==> src/rtl/toast_imem_arbiter.sv <==
// toast_imem_arbiter
// Shares one synchronous single-port instruction memory between the IF-stage
// fetch port and the loader/debug port. One grant per cycle; read data comes
// back one cycle later and is steered to whichever port owned the access.

module toast_imem_arbiter #(
    parameter int ADDR_WIDTH      = 32,
    parameter int DATA_WIDTH      = 32,
    parameter int MAX_FETCH_BURST = 4
) (
    input  logic                  clk_i,
    input  logic                  reset_i,

    input  logic                  if_req_i,
    input  logic [ADDR_WIDTH-1:0] if_addr_i,
    output logic                  if_gnt_o,
    output logic                  if_rvalid_o,
    output logic [DATA_WIDTH-1:0] if_rdata_o,
    output logic                  if_stall_o,

    input  logic                  ld_req_i,
    input  logic                  ld_we_i,
    input  logic [ADDR_WIDTH-1:0] ld_addr_i,
    input  logic [DATA_WIDTH-1:0] ld_wdata_i,
    input  logic                  ld_hold_i,
    output logic                  ld_gnt_o,
    output logic                  ld_rvalid_o,
    output logic [DATA_WIDTH-1:0] ld_rdata_o,

    output logic                  mem_en_o,
    output logic                  mem_we_o,
    output logic [ADDR_WIDTH-1:0] mem_addr_o,
    output logic [DATA_WIDTH-1:0] mem_wdata_o,
    input  logic [DATA_WIDTH-1:0] mem_rdata_i
);

    localparam int CNT_W = $clog2(MAX_FETCH_BURST + 1);
    localparam logic [CNT_W-1:0] BURST_MAX = CNT_W'(MAX_FETCH_BURST);

    typedef enum logic {
        ST_RUN,
        ST_HOLD
    } state_t;

    typedef enum logic [1:0] {
        OWN_NONE,
        OWN_IF,
        OWN_LD
    } owner_t;

    state_t           state_q, state_d;
    owner_t           owner_q, owner_d;
    logic [CNT_W-1:0] burst_q, burst_d;
    logic             if_gnt, ld_gnt;

    // State, fetch-burst counter and response owner registers
    always_ff @(posedge clk_i) begin
        if (reset_i) begin
            state_q <= ST_RUN;
            burst_q <= '0;
            owner_q <= OWN_NONE;
        end else begin
            state_q <= state_d;
            burst_q <= burst_d;
            owner_q <= owner_d;
        end
    end

    // Arbitration, next state, burst counting and next response owner
    always_comb begin
        state_d = state_q;
        burst_d = burst_q;
        owner_d = OWN_NONE;
        if_gnt  = 1'b0;
        ld_gnt  = 1'b0;

        if (!reset_i) begin
            if (state_q == ST_HOLD) begin
                // Loader owns the memory exclusively; the core is held off.
                ld_gnt = ld_req_i;
            end else if (if_req_i && ld_req_i) begin
                // Fetch has priority until it has starved the loader long enough.
                if (burst_q == BURST_MAX) begin
                    ld_gnt = 1'b1;
                end else begin
                    if_gnt = 1'b1;
                end
            end else begin
                if_gnt = if_req_i;
                ld_gnt = ld_req_i;
            end

            state_d = ld_hold_i ? ST_HOLD : ST_RUN;

            if (ld_gnt || !ld_req_i) begin
                burst_d = '0;
            end else if (if_gnt && (burst_q != BURST_MAX)) begin
                burst_d = burst_q + CNT_W'(1);
            end

            if (if_gnt) begin
                owner_d = OWN_IF;
            end else if (ld_gnt && !ld_we_i) begin
                owner_d = OWN_LD;
            end
        end
    end

    assign if_gnt_o    = if_gnt;
    assign ld_gnt_o    = ld_gnt;
    assign if_stall_o  = if_req_i & ~if_gnt;

    assign mem_en_o    = if_gnt | ld_gnt;
    assign mem_we_o    = ld_gnt & ld_we_i;
    assign mem_addr_o  = ld_gnt ? ld_addr_i : if_addr_i;
    assign mem_wdata_o = ld_wdata_i;

    // A response still pending when reset arrives is dropped immediately.
    assign if_rvalid_o = (owner_q == OWN_IF) & ~reset_i;
    assign ld_rvalid_o = (owner_q == OWN_LD) & ~reset_i;
    assign if_rdata_o  = mem_rdata_i;
    assign ld_rdata_o  = mem_rdata_i;

endmodule

==> config.mk <==
export PLATFORM = sky130hd
export DESIGN_NAME = toast_imem_arbiter
export DESIGN_NICKNAME = d
export VERILOG_FILES = /design/src/rtl/toast_imem_arbiter.sv
export SDC_FILE = /design/constraint.sdc
export NUM_CORES = 1
export LEC_CHECK = 0
export ABC_AREA = 0
export BUFFER_PORTS_ARGS = -buffer_cell sky130_fd_sc_hd__buf_2
export CAP_MARGIN = 0
export CORE_AREA = 2 2 106 108
export CTS_CLUSTER_DIAMETER = 30
export DETAILED_ROUTE_END_ITERATION = 10
export DIE_AREA = 0 0 108 110
export GPL_TIMING_DRIVEN = 0
export MAX_ROUTING_LAYER = met4
export PLACE_DENSITY_LB_ADDON = 0.12
export REMOVE_ABC_BUFFERS = 1
export SYNTH_ARGS = -nofsm -noshare
export SYNTH_HDL_FRONTEND = slang
export SYNTH_SLANG_ARGS = --single-unit
==> constraint.sdc <==
create_clock -name clk_i -period 4.7 [get_ports clk_i]
set_clock_uncertainty 0.2 [all_clocks]
set_input_delay 0.235 -clock clk_i [delete_from_list [all_inputs] [get_ports clk_i]]
set_output_delay 0.235 -clock clk_i [all_outputs]
set_load 0.02 [all_outputs]
# Word-level counts from Yosys, hierarchy flattened
# Index checks and enable logic that the tools add are counted.
# classes
add_sub_neg	1
n_mul	0
div	0
magnitude_cmp	0
n_eq_ne	4
shift	0
mux	14
bitwise_logic	7
n_reduce_logical	8
# op_table
operator	count
32-bit two-way mux	1
1-bit two-way mux	12
1-bit AND	4
2-bit OR reduction	2
3-bit by 1-bit adder with 3-bit output, second input constant	1
3-bit equality test, second input constant	1
1-bit logical AND	3
3-bit inequality test, second input constant	1
2-bit by 1-bit equality test with 1-bit output, second input constant	1
2-bit equality test, second input constant	1
1-bit zero test	2
2-bit two-way mux	1
1-bit inverter	2
1-bit logical OR	1
1-bit OR	1
# word_totals
ff_bits	6
latchBits	0
ram_bits	0
mem_bits_ro	0
input_bits	134
output_inout_bits	135
wordCells	38
memories	0

# Longest topological paths before layout
# Gate-level depths: netlist of run 1.
# depth
word_depth	8
mapped_depth	7
depth_no_buf	5

# Least setup slack after synthesis of run 1
# OpenSTA, ideal clock, no wires.
# synth_timing
kind	reg2out
startpoint	reg burst_q[0]
endpoint	out mem_addr_o[18]
arrival_ns	1.372
t_required_ns	4.265
path_slack_ns	2.893
path_stages_with_launch	8
path_buffers	2
cell_sequence	dfxtp_1 > inv_1 > ha_1 > nand2_2 > a21boi_4 > buf_6 > buf_8 > mux2_4
# synth_between
elab_chain_len	7
# synth_rtl
item	line	rtl
from (decl)	53	logic [CNT_W-1:0] burst_q, burst_d;
from (signal assigned)	64	burst_q <= burst_d;
3-bit equality test	83	if (burst_q == BURST_MAX) begin
1-bit two-way mux	83	
1-bit two-way mux	81	end else if (if_req_i && ld_req_i) begin
1-bit two-way mux	78	if (state_q == ST_HOLD) begin
1-bit two-way mux (2 in series)	77	if (!reset_i) begin
via ld_gnt_o	26	output logic ld_gnt_o,
32-bit two-way mux	115	assign mem_addr_o = ld_gnt ? ld_addr_i : if_addr_i;
to (decl)	32	output logic [ADDR_WIDTH-1:0] mem_addr_o,
# The timed path passes the listed nets, and every way through them passes these cells. The select of a mux whose other input is x is not followed.

# Worst setup path after layout of run 1
# layout_timing
startpoint	reg burst_q[0]
endpoint	out mem_addr_o[30]
# layout_between
elab_chain_len	7
# layout_rtl
item	line
3-bit equality test	83
1-bit two-way mux	83
1-bit two-way mux	81
1-bit two-way mux	78
1-bit two-way mux (2 in series)	77
32-bit two-way mux	115
# Every way passes these cells. The select of a mux whose other input is x is not followed.

==> results.py, run 1 <==
metrics = {
    "cts": {
        "post_cts_buffers": 0,
        "cts.sinks": 6,
        "clockRootBuffer": "clkbuf_8",
        "cts-buffers-inserted": 3,
        "htree_levels": 1,
        "insertion_delay_ns": 0.22,
        "clkTransAtPathRegs_ns": 0.04,
        "cts_max_path_buffers": 2,
        "cts_resized": 0,
        "ctsHoldBuffers": 0,
        "cts_tree": "built",
    },
    "routing": {
        "viasPerCell": 3.59,
        "vias": 1130,
        "drt_iter0_drc": 40,
        "drt_wl_total_um": 9170,
        "drc_errors": 0,
        "avgRoutedWirePerCell_um": 29.1,
        "ant_nets": 0,
        "firstDrtPassIters": 6,
    },
    "cells_and_area": {
        "final_net_count": 313,
        "final_common_cell": "buf_2",
        "drive_above_1_share": 0.857,
        "final_cell_mix": "buf_2 (108), mux2_4 (26), mux2_2 (6), dfxtp_1 (6)",
        "fin_cells": 315,
        "syn_to_final_growth_pct": 1.62,
        "diodes": 0,
    },
    "worst_setup_path": {
        "critPathMaxFanout": 15,
        "arrival_ns": 2.25,
        "startpoint": "burst_q[0]",
        "endpoint_kind": "output pin",
        "timing.rr.start": "burst_q[0]",
        "critical_path_required_ns": 4.26,
        "crit_type": "reg2out",
        "cp-start-kind": "flip-flop",
        "rr_worst_depth": 5,
        "r2r_setup_slack_ns": 3.12,
        "r2r-end": "owner_q[1]",
    },
    "yosys": {
        "synth_top_family_by_area": "buffers and inverters",
        "ys_types": 23,
        "synth_area_per_cell_um2": 9.52,
        "synth_compound_area_frac": 0.0122,
        "synthMuxAreaShare": 0.297,
        "ys_warn_count": 0,
        "synthXorXnorAreaFrac": 0.00568,
        "synth_top_area_share": 0.468,
        "synthAdderAreaFrac": 0.0162,
        "seq_area_frac_synth": 0.0779,
        "ys_ff_latch": 6,
        "synthCells": 162,
        "synth-simple-area-share": 0.0731,
        "synth_top_area_cell": "buf_4",
        "synth_area_leaders": "buf_4 (47%), mux2_4 (25%), dfxtp_1 (7.8%)",
        "syn-cell-area_um2": 1540,
    },
    "global_routing": {
        "grt_pass1_wl_um": 10900,
        "grt.total_usage": 0.147,
        "antenna_found_initial": 0,
        "gr-total-overflow": 0,
        "grt_max_degree": 16,
        "grt_pass1_vias": 1079,
    },
    "power_and_ir_drop": {
        "leakagePower_nw": 0.810,
        "p_total_mw": 0.269,
        "power_density_nw_per_um2": 172,
        "irDropWorstVdd_uv": 69.8,
    },
    "placement": {
        "port_buffers": 108,
        "dp_hpwl_um": 8430,
        "pre_cts_ws_ns": 2.24,
        "gp_congestion": 0.872,
        "dp.cells": 312,
    },
    "die": {
        "top_level_ports": 269,
        "die_x_um": 108,
        "die_area_um2": 11900,
        "start_util": 0.144,
        "die_h_um": 110,
        "core_area_um2": 10700,
        "rows": 38,
    },
    "sta": {
        "min_period_over_period": 0.570,
        "setup_tns_ns": 0,
        "finalCriticalPeriod_ns": 2.68,
        "rsz0062_at_grt": "false",
        "worstMarginPinSlew_ns": 0.549,
        "relSlewSlack": 0.633,
        "whs_ns": 0.00577,
        "finalWorstSetupSlack_ns": 2.02,
        "setup_viol_count_final": 0,
        "slew_violations": 0,
        "hold_viol_final": 0,
        "fmax_mhz": 373,
    },
    "worst_hold_path": {
        "min_from": "ld_we_i",
        "worstHoldPathType": "in2reg",
        "whs_path_depth": 2,
        "min_to": "owner_q[1]",
    },
    "run": {
        "cap_violations": 0,
    },
    "status": {
        "outcome": "complete, no violations",
    },
}
[worst max-delay path, stage by stage (launching register included)]
cell and delay, ns:
dfxtp_1 0.31, inv_1 0.07, ha_1 0.18, nand2_2 0.09
a21boi_4 0.47, buf_16 0.23, buf_16 0.17, mux2_2 0.34
buf_2 0.16
[cells by family (layout without fill, tap and decap cells)]
| logic type | after synthesis | in the layout |
|---|---|---|
| adders and majority gates | 2 | 2 |
| and+or+nand+nor | 17 | 17 |
| muxes | 32 | 32 |
| xor gates and xnor gates | 1 | 1 |
| DFF | 6 | 6 |
| AOI/OAI and AO/OA | 1 | 1 |
| buffers and inverters | 103 | 116 |
[state kept, by name, summed over array words and instances (netlist names)]
| name | count |
|---|---|
| burst_q | 3 |
| owner_q | 2 |
| state_q | 1 |
[metal layers]
layer	GRT usage	wire (um)	up-vias	part of all wire
li1	-	-	449	-
met1	0.124	2650	472	0.29
met2	0.203	3650	201	0.40
met3	0.196	2790	8	0.30
met4	0.0201	75	0	0.0082
met5	-	0	-	0
[per-stage QoR]
| stage | area (um2) | utilization |
|---|---|---|
| after floorplan | 754 | - |
| after global placement | 1470 | 0.137 |
| after detailed placement | 1530 | 0.143 |
| after CTS | 1570 | 0.146 |
| after global routing | 1570 | 0.146 |
| final | 1570 | 0.146 |
[cell usage after synthesis (all sizes together)]
cell    instances
mux2           32
nor2            3
inv             3
nor2b           3
dfxtp           6
buf           100
a21boi          1
nand2           1
or2             1
and2b           2
and2            1
nand3           2
nor3b           2
and3b           2
ha              2
xnor2           1
[cell type report]
type / count / area (um2)
Clock buffer: 3 / 41.3
Fill cell: 1242 / 9130
Inverter: 3 / 11.3
Multi-Input combinational cell: 53 / 623
Sequential cell: 6 / 120
Tap cell: 140 / 175
Timing Repair Buffer: 110 / 596
[power breakdown]
| group | internal, mW | total [mW] | switching, mW |
|---|---|---|---|
| logic | 0.0735 | 0.139 | 0.0656 |
| registers | 0.0528 | 0.0535 | 0.000695 |
| clock network | 0.0549 | 0.0762 | 0.0212 |
[worst max path at each step]
stage | endpoint | slack (ns) | depth (start not counted)
3_5_place_dp | mem_addr_o[30] | 2.24 | 8
6_report | mem_addr_o[30] | 2.02 | 8
3_3_place_gp | mem_addr_o[29] | 1.76 | 6
4_1_cts | mem_addr_o[29] | 1.98 | 8
2_1_floorplan | mem_addr_o[24] | 2.20 | 5
5_1_grt | mem_addr_o[29] | 1.87 | 8
No activity file was read; power rests on OpenSTA's default activity.
==> inputs of run 2 (changes only) <==
--- a/config.mk
+++ b/config.mk
@@ -5,13 +5,13 @@
 export SDC_FILE = /design/constraint.sdc
 export NUM_CORES = 1
 export LEC_CHECK = 0
-export ABC_AREA = 0
+export ABC_AREA = 1
 export BUFFER_PORTS_ARGS = -buffer_cell sky130_fd_sc_hd__buf_2
 export CAP_MARGIN = 0
-export CORE_AREA = 2 2 106 108
+export CORE_AREA = 2 2 103 105
 export CTS_CLUSTER_DIAMETER = 30
 export DETAILED_ROUTE_END_ITERATION = 10
-export DIE_AREA = 0 0 108 110
+export DIE_AREA = 0 0 105 107
 export GPL_TIMING_DRIVEN = 0
 export MAX_ROUTING_LAYER = met4
 export PLACE_DENSITY_LB_ADDON = 0.12
==> constraint.sdc (replaced) <==
create_clock -name clk_i -period 2.7 [get_ports clk_i]
set_clock_uncertainty 0.2 [all_clocks]
set_input_delay 0.135 -clock clk_i [delete_from_list [all_inputs] [get_ports clk_i]]
set_output_delay 0.135 -clock clk_i [all_outputs]
set_load 0.02 [all_outputs]
==> run 2 against run 1 <==
First-iteration DRC count up 140%. Sequential power up 74%. Routed wire length up 16%. Sequential share of layout area up 0.32 points. Utilization up 0.26 points. Die area down 5.4%. Worst setup slack worse by 1.7 ns. Non-clock buffer count up 1. Critical path depth unchanged. Critical path type unchanged. Critical endpoint is now mem_addr_o[31]. Largest power group unchanged. Highest routed layer unchanged.
==> results.py, run 2 <==
metrics = {
    "worst_hold_path": {
        "min_from": "ld_wdata_i[22]",
        "whs_path_depth": 0,
        "worstHoldPathType": "in2out",
        "min_to": "mem_wdata_o[22]",
    },
    "power_and_ir_drop": {
        "irDropWorstVdd_uv": 148,
        "power_density_nw_per_um2": 312,
        "leakagePower_nw": 0.914,
    },
    "worst_setup_path": {
        "critical_path_required_ns": 2.37,
        "cp-start-kind": "flip-flop",
        "rr_worst_depth": 6,
        "crit_type": "reg2out",
        "arrival_ns": 2.07,
        "endpoint_kind": "output pin",
        "timing.rr.start": "burst_q[0]",
        "r2r-end": "owner_q[1]",
        "r2r_setup_slack_ns": 0.77,
        "critPathMaxFanout": 36,
    },
    "cells_and_area": {
        "final_net_count": 389,
        "largest_register_ffs": 3,
        "fillers": 1236,
        "reg_top3": "burst_q (3), owner_q (2), state_q (1)",
        "finalInstanceArea_um2": 1500,
        "multi_input_area_um2": 551,
        "syn_to_final_growth_pct": 0.754,
        "drive_above_1_share": 0.454,
        "final_cell_mix": "buf_2 (108), nand2_1 (68), nand3_1 (34)",
        "utilization": 0.149,
        "regMostFlops": "burst_q",
        "final_common_cell": "buf_2",
        "register_area_um2": 120,
    },
    "sta": {
        "fmax_mhz": 416,
        "slew_violations": 0,
        "whs_ns": 0.0702,
        "hold_viol_final": 0,
        "finalCriticalPeriod_ns": 2.40,
        "worstMarginPinSlew_ns": 0.983,
        "min_period_over_period": 0.890,
        "finalWorstSetupSlack_ns": 0.296,
        "setup_viol_count_final": 0,
        "relSlewSlack": 0.343,
        "rsz0062_at_grt": "false",
    },
    "status": {
        "outcome": "complete, no violations",
    },
    "routing": {
        "firstDrtPassIters": 4,
        "drc_errors": 0,
        "avgRoutedWirePerCell_um": 27.5,
        "drt_iter0_drc": 94,
        "ant_nets": 0,
        "viasPerCell": 3.87,
        "drt_wl_total_um": 10700,
        "vias": 1502,
    },
    "yosys": {
        "synth_top_flop_cell": "dfxtp_1",
        "synthCells": 242,
        "seq_area_frac_synth": 0.0805,
        "synth_area_leaders": "buf_4 (49%), nand2_1 (17%), nand3_1 (11%)",
        "synth.most_common_cell": "buf_4",
        "ys_types": 15,
        "synth_top_area_share": 0.493,
        "async_reset_ff_frac": 0,
        "synth_top_area_cell": "buf_4",
        "ys_warn_count": 0,
        "synth.top_cells.by_count": "buf_4 (98), nand2_1 (68), nand3_1 (34)",
        "synth_area_per_cell_um2": 6.17,
        "synth_edf_count": 0,
        "ys_ff_latch": 6,
        "syn-cell-area_um2": 1490,
    },
    "cts": {
        "htree_levels": 1,
        "insertion_delay_ns": 0.22,
        "post_cts_buffers": 0,
        "clkTransAtPathRegs_ns": 0.04,
        "cts_max_path_buffers": 2,
        "clockRootBuffer": "clkbuf_8",
        "cts.sinks": 6,
        "cts-buffers-inserted": 3,
        "cts_tree": "built",
    },
    "global_routing": {
        "gr-total-overflow": 0,
        "grt.total_usage": 0.183,
        "grt_pass1_vias": 1377,
        "antenna_found_initial": 1,
        "grt_pass1_wl_um": 13200,
        "grt_max_degree": 37,
    },
    "placement": {
        "port_buffers": 108,
        "gp_congestion": 0.890,
        "post_dp_cell_area_um2": 1410,
        "dp_hpwl_um": 9470,
        "pre_cts_ws_ns": -0.0714,
    },
    "run": {
        "cap_violations": 0,
    },
    "die": {
        "rows": 37,
        "start_util": 0.148,
        "top_level_ports": 269,
        "die_h_um": 107,
        "die_x_um": 105,
        "core_area_um2": 10100,
        "die_area_um2": 11200,
    },
}
-- run 2: changes by cell type after synthesis, sizes merged, moves of 2 or more --
| cell | before | now |
|---|---|---|
| nor2 | 3 | 9 |
| nand3 | 2 | 35 |
| and3b | 2 | 0 |
| nand2 | 1 | 69 |
| nor2b | 3 | 0 |
| inv | 3 | 13 |
| mux2 | 32 | 0 |
| and2b | 2 | 0 |
| nor3b | 2 | 0 |
| buf | 100 | 105 |
-- run 2: per-stage QoR --
step | power (mW) | setup TNS [ns] | cells
3_3_place_gp | 0.331 | -3.87 | 381
5_1_grt | 0.501 | 0 | 388
3_5_place_dp | 0.329 | -1.67 | 381
4_1_cts | 0.474 | 0 | 387
6_report | 0.469 | 0 | 388
2_1_floorplan | 0.217 | 0 | 137
-- run 2: cells by family (layout without fill, tap and decap cells) --
| group | count (synthesis) | in the layout | share of synthesized area |
|---|---|---|---|
| adder cells (fa/ha/maj) | 2 | 2 | 0.0168 |
| XOR/XNOR | 1 | 1 | 0.00587 |
| buffers and inverters | 118 | 127 | 0.562 |
| other | 0 | 1 | 0 |
| AND/OR/NAND/NOR | 115 | 115 | 0.335 |
| flip-flops | 6 | 6 | 0.0805 |
-- run 2: cell type report --
cell class	count	share of cell area
Sequential cell	6	0.0799
Inverter	13	0.0324
Tap cell	136	0.113
Multi-Input combinational cell	118	0.366
Clock buffer	3	0.0275
Timing Repair Buffer	111	0.379
Antenna cell	1	0.00166
-- run 2: routing by layer --
metal  global-route usage  up-vias  wire length [um]
li1                     -      667                 -
met1                0.109      602              2310
met2                0.313      229              5260
met3                0.245        4              3080
met4               0.0114        0                33
met5                    -        -                 0
-- run 2: timing repair --
action                                  CTS  global route
resized for setup                         2             0
endpoints found under the hold margin     2             0
endpoints found under the setup margin   35             0
hold buffers                              3             0
-- run 2: how the worst max path moves through the flow --
stage / from / endpoint / slack, ns / cells after the start
after global placement: burst_q[0] / mem_addr_o[29] / -0.13 / 8
after detailed placement: burst_q[0] / mem_addr_o[31] / -0.07 / 8
after floorplan: burst_q[0] / mem_addr_o[0] / 0.70 / 7
final: burst_q[0] / mem_addr_o[31] / 0.30 / 8
after global routing: burst_q[0] / mem_addr_o[23] / 0.08 / 8
after CTS: burst_q[0] / mem_addr_o[31] / 0.24 / 8
-- run 2: report_power, final --
part | switching, mW | internal, mW
logic | 0.146 | 0.0918
clock network | 0.0423 | 0.0962
registers | 0.00130 | 0.0918
total | 0.189 | 0.280
-- run 2: worst max-delay path, cell delays in order (launching register included) --
cell and delay, ns:
dfxtp_1 0.34, inv_1 0.05, ha_1 0.20, nand2_1 0.13
nand3_4 0.39, nand2_8 0.39, nand2_1 0.08, nand2_1 0.07
buf_2 0.17
==> inputs of run 3 (changes only) <==
--- a/config.mk
+++ b/config.mk
@@ -15,7 +15,6 @@
 export GPL_TIMING_DRIVEN = 0
 export MAX_ROUTING_LAYER = met4
 export PLACE_DENSITY_LB_ADDON = 0.12
-export REMOVE_ABC_BUFFERS = 1
 export SYNTH_ARGS = -nofsm -noshare
 export SYNTH_HDL_FRONTEND = slang
 export SYNTH_SLANG_ARGS = --single-unit
==> run 3 against run 2 <==
Sequential cell count did not move. Clock power barely moved. Worst setup slack improved by 0.36 ns. Sequential power is essentially flat. Total power is 59% higher. Register-to-register slack improved by 0.37 ns. First-iteration DRC count shrank 39%. Routed wire length down 40%. Via count increased by 38%. Non-clock buffer count grew 201. Global-route usage fell by 7.8 points. Fmax is 17% higher. Largest cell class unchanged. Highest routed layer unchanged.
==> results.py, run 3 (synthesis gave the netlist of run 2 again) <==
metrics = {
    "global_routing": {
        "grt_max_degree": 11,
        "grt_pass1_wl_um": 9280,
        "grt_pass1_vias": 1878,
        "grt.total_usage": 0.104,
        "antenna_found_initial": 0,
        "gr-total-overflow": 0,
    },
    "routing": {
        "drt_iter0_drc": 57,
        "drc_errors": 0,
        "viasPerCell": 3.52,
        "vias": 2072,
        "drt_wl_total_um": 6410,
        "ant_nets": 0,
        "firstDrtPassIters": 4,
        "avgRoutedWirePerCell_um": 10.9,
    },
    "worst_setup_path": {
        "critical_path_required_ns": 2.37,
        "cp-start-kind": "flip-flop",
        "arrival_ns": 1.71,
        "crit_type": "reg2out",
        "critPathMaxFanout": 10,
        "endpoint_kind": "output pin",
    },
    "sta": {
        "fmax_mhz": 488,
        "slew_violations": 0,
        "worstMarginPinSlew_ns": 0.226,
        "min_period_over_period": 0.759,
        "rsz0062_at_grt": "false",
        "relSlewSlack": 0.849,
        "finalCriticalPeriod_ns": 2.05,
        "hold_viol_final": 0,
        "finalWorstSetupSlack_ns": 0.652,
        "setup_tns_ns": 0,
        "setup_viol_count_final": 0,
    },
    "placement": {
        "port_buffers": 204,
        "dp.cells": 582,
        "pre_cts_ws_ns": 0.849,
        "gp_congestion": 0.759,
        "dp_hpwl_um": 5740,
        "post_dp_cell_area_um2": 2680,
    },
    "cts": {
        "cts_max_path_buffers": 2,
        "clkTransAtPathRegs_ns": 0.03,
        "insertion_delay_ns": 0.22,
        "cts_tree": "built",
        "htree_levels": 1,
        "clockRootBuffer": "clkbuf_8",
        "cts-buffers-inserted": 3,
        "cts.sinks": 6,
    },
    "cells_and_area": {
        "finalInstanceArea_um2": 2760,
        "fin_cells": 588,
        "final_common_cell": "buf_2",
        "reg_top3": "burst_q (3), owner_q (2), state_q (1)",
        "utilization": 0.273,
        "final_cell_mix": "buf_2 (208), buf_4 (98), nand2_1 (68)",
        "syn_to_final_growth_pct": 84.6,
        "diodes": 0,
        "largest_register_ffs": 3,
        "regMostFlops": "burst_q",
        "fillers": 1184,
        "final_net_count": 590,
        "drive_above_1_share": 0.697,
    },
    "run": {
        "cap_violations": 0,
    },
    "die": {
        "die_area_um2": 11200,
        "start_util": 0.148,
        "core_area_um2": 10100,
        "die_x_um": 105,
        "rows": 37,
        "die_h_um": 107,
        "top_level_ports": 269,
    },
    "worst_hold_path": {
        "worstHoldPathType": "in2reg",
    },
    "power_and_ir_drop": {
        "power_density_nw_per_um2": 271,
        "leakagePower_nw": 1.80,
        "irDropWorstVdd_uv": 174,
    },
    "yosys": {
        "syn-num-nets": 378,
    },
    "status": {
        "outcome": "complete, no violations",
    },
}
## run 3: worst max-delay path, stage by stage (launching register included)
cell and delay (ns):
dfxtp_1 0.34, inv_1 0.05, ha_1 0.20, nand2_1 0.10, nand3_2 0.17, nand2_4 0.19
buf_6 0.16, nand2_1 0.06, nand2_1 0.06, buf_2 0.16
## run 3: repair_timing
action,in CTS,in global routing
endpoints found under the hold margin,2,0
hold buffers,3,0
gates resized for setup,0,0
setup buffers,0,0
## run 3: routing by layer
layer  share of wire  GRT usage  up-vias
met1            0.34      0.105      857
met3            0.11     0.0213        5
met2            0.54      0.208      142
li1                -          -     1068
met5               0          -        -
met4          0.0066     0.0200        0
## run 3: final timing paths
path / slack (ns) / startpoint / depth (start not counted) / endpoint
worst max-delay path: 0.65 / burst_q[0] / 9 / mem_addr_o[15]
worst min-delay path: 0.14 / if_req_i / 5 / burst_q[2]
worst max register to register: 1.14 / burst_q[0] / 7 / owner_q[1]
worst min register to register: 0.25 / burst_q[0] / 1 / burst_q[0]
## run 3: report_power, final
group,leakage [nW],switching (mW),internal (mW)
combinational,1.73,0.283,0.235
sequential,0.0491,0.00137,0.0920
clock,0.0216,0.0391,0.0958
total,1.80,0.324,0.423
## run 3: cell type report
type | count | area, um2 | area share
plain buffers | 105 | 790 | 0.287
clock buffers | 3 | 41.3 | 0.0150
inverters | 13 | 48.8 | 0.0177
multi-input cells | 118 | 534 | 0.194
flip-flops and latches | 6 | 120 | 0.0436
well taps | 136 | 170 | 0.0618
repair buffers | 207 | 1050 | 0.381
## run 3: stage by stage
stage | power [mW] | hold slack (ns)
floorplan | 0.435 | 0.00618
global placement | 0.615 | 0.127
detailed placement | 0.617 | 0.122
CTS | 0.760 | 0.143
global route | 0.801 | 0.160
finish | 0.747 | 0.135
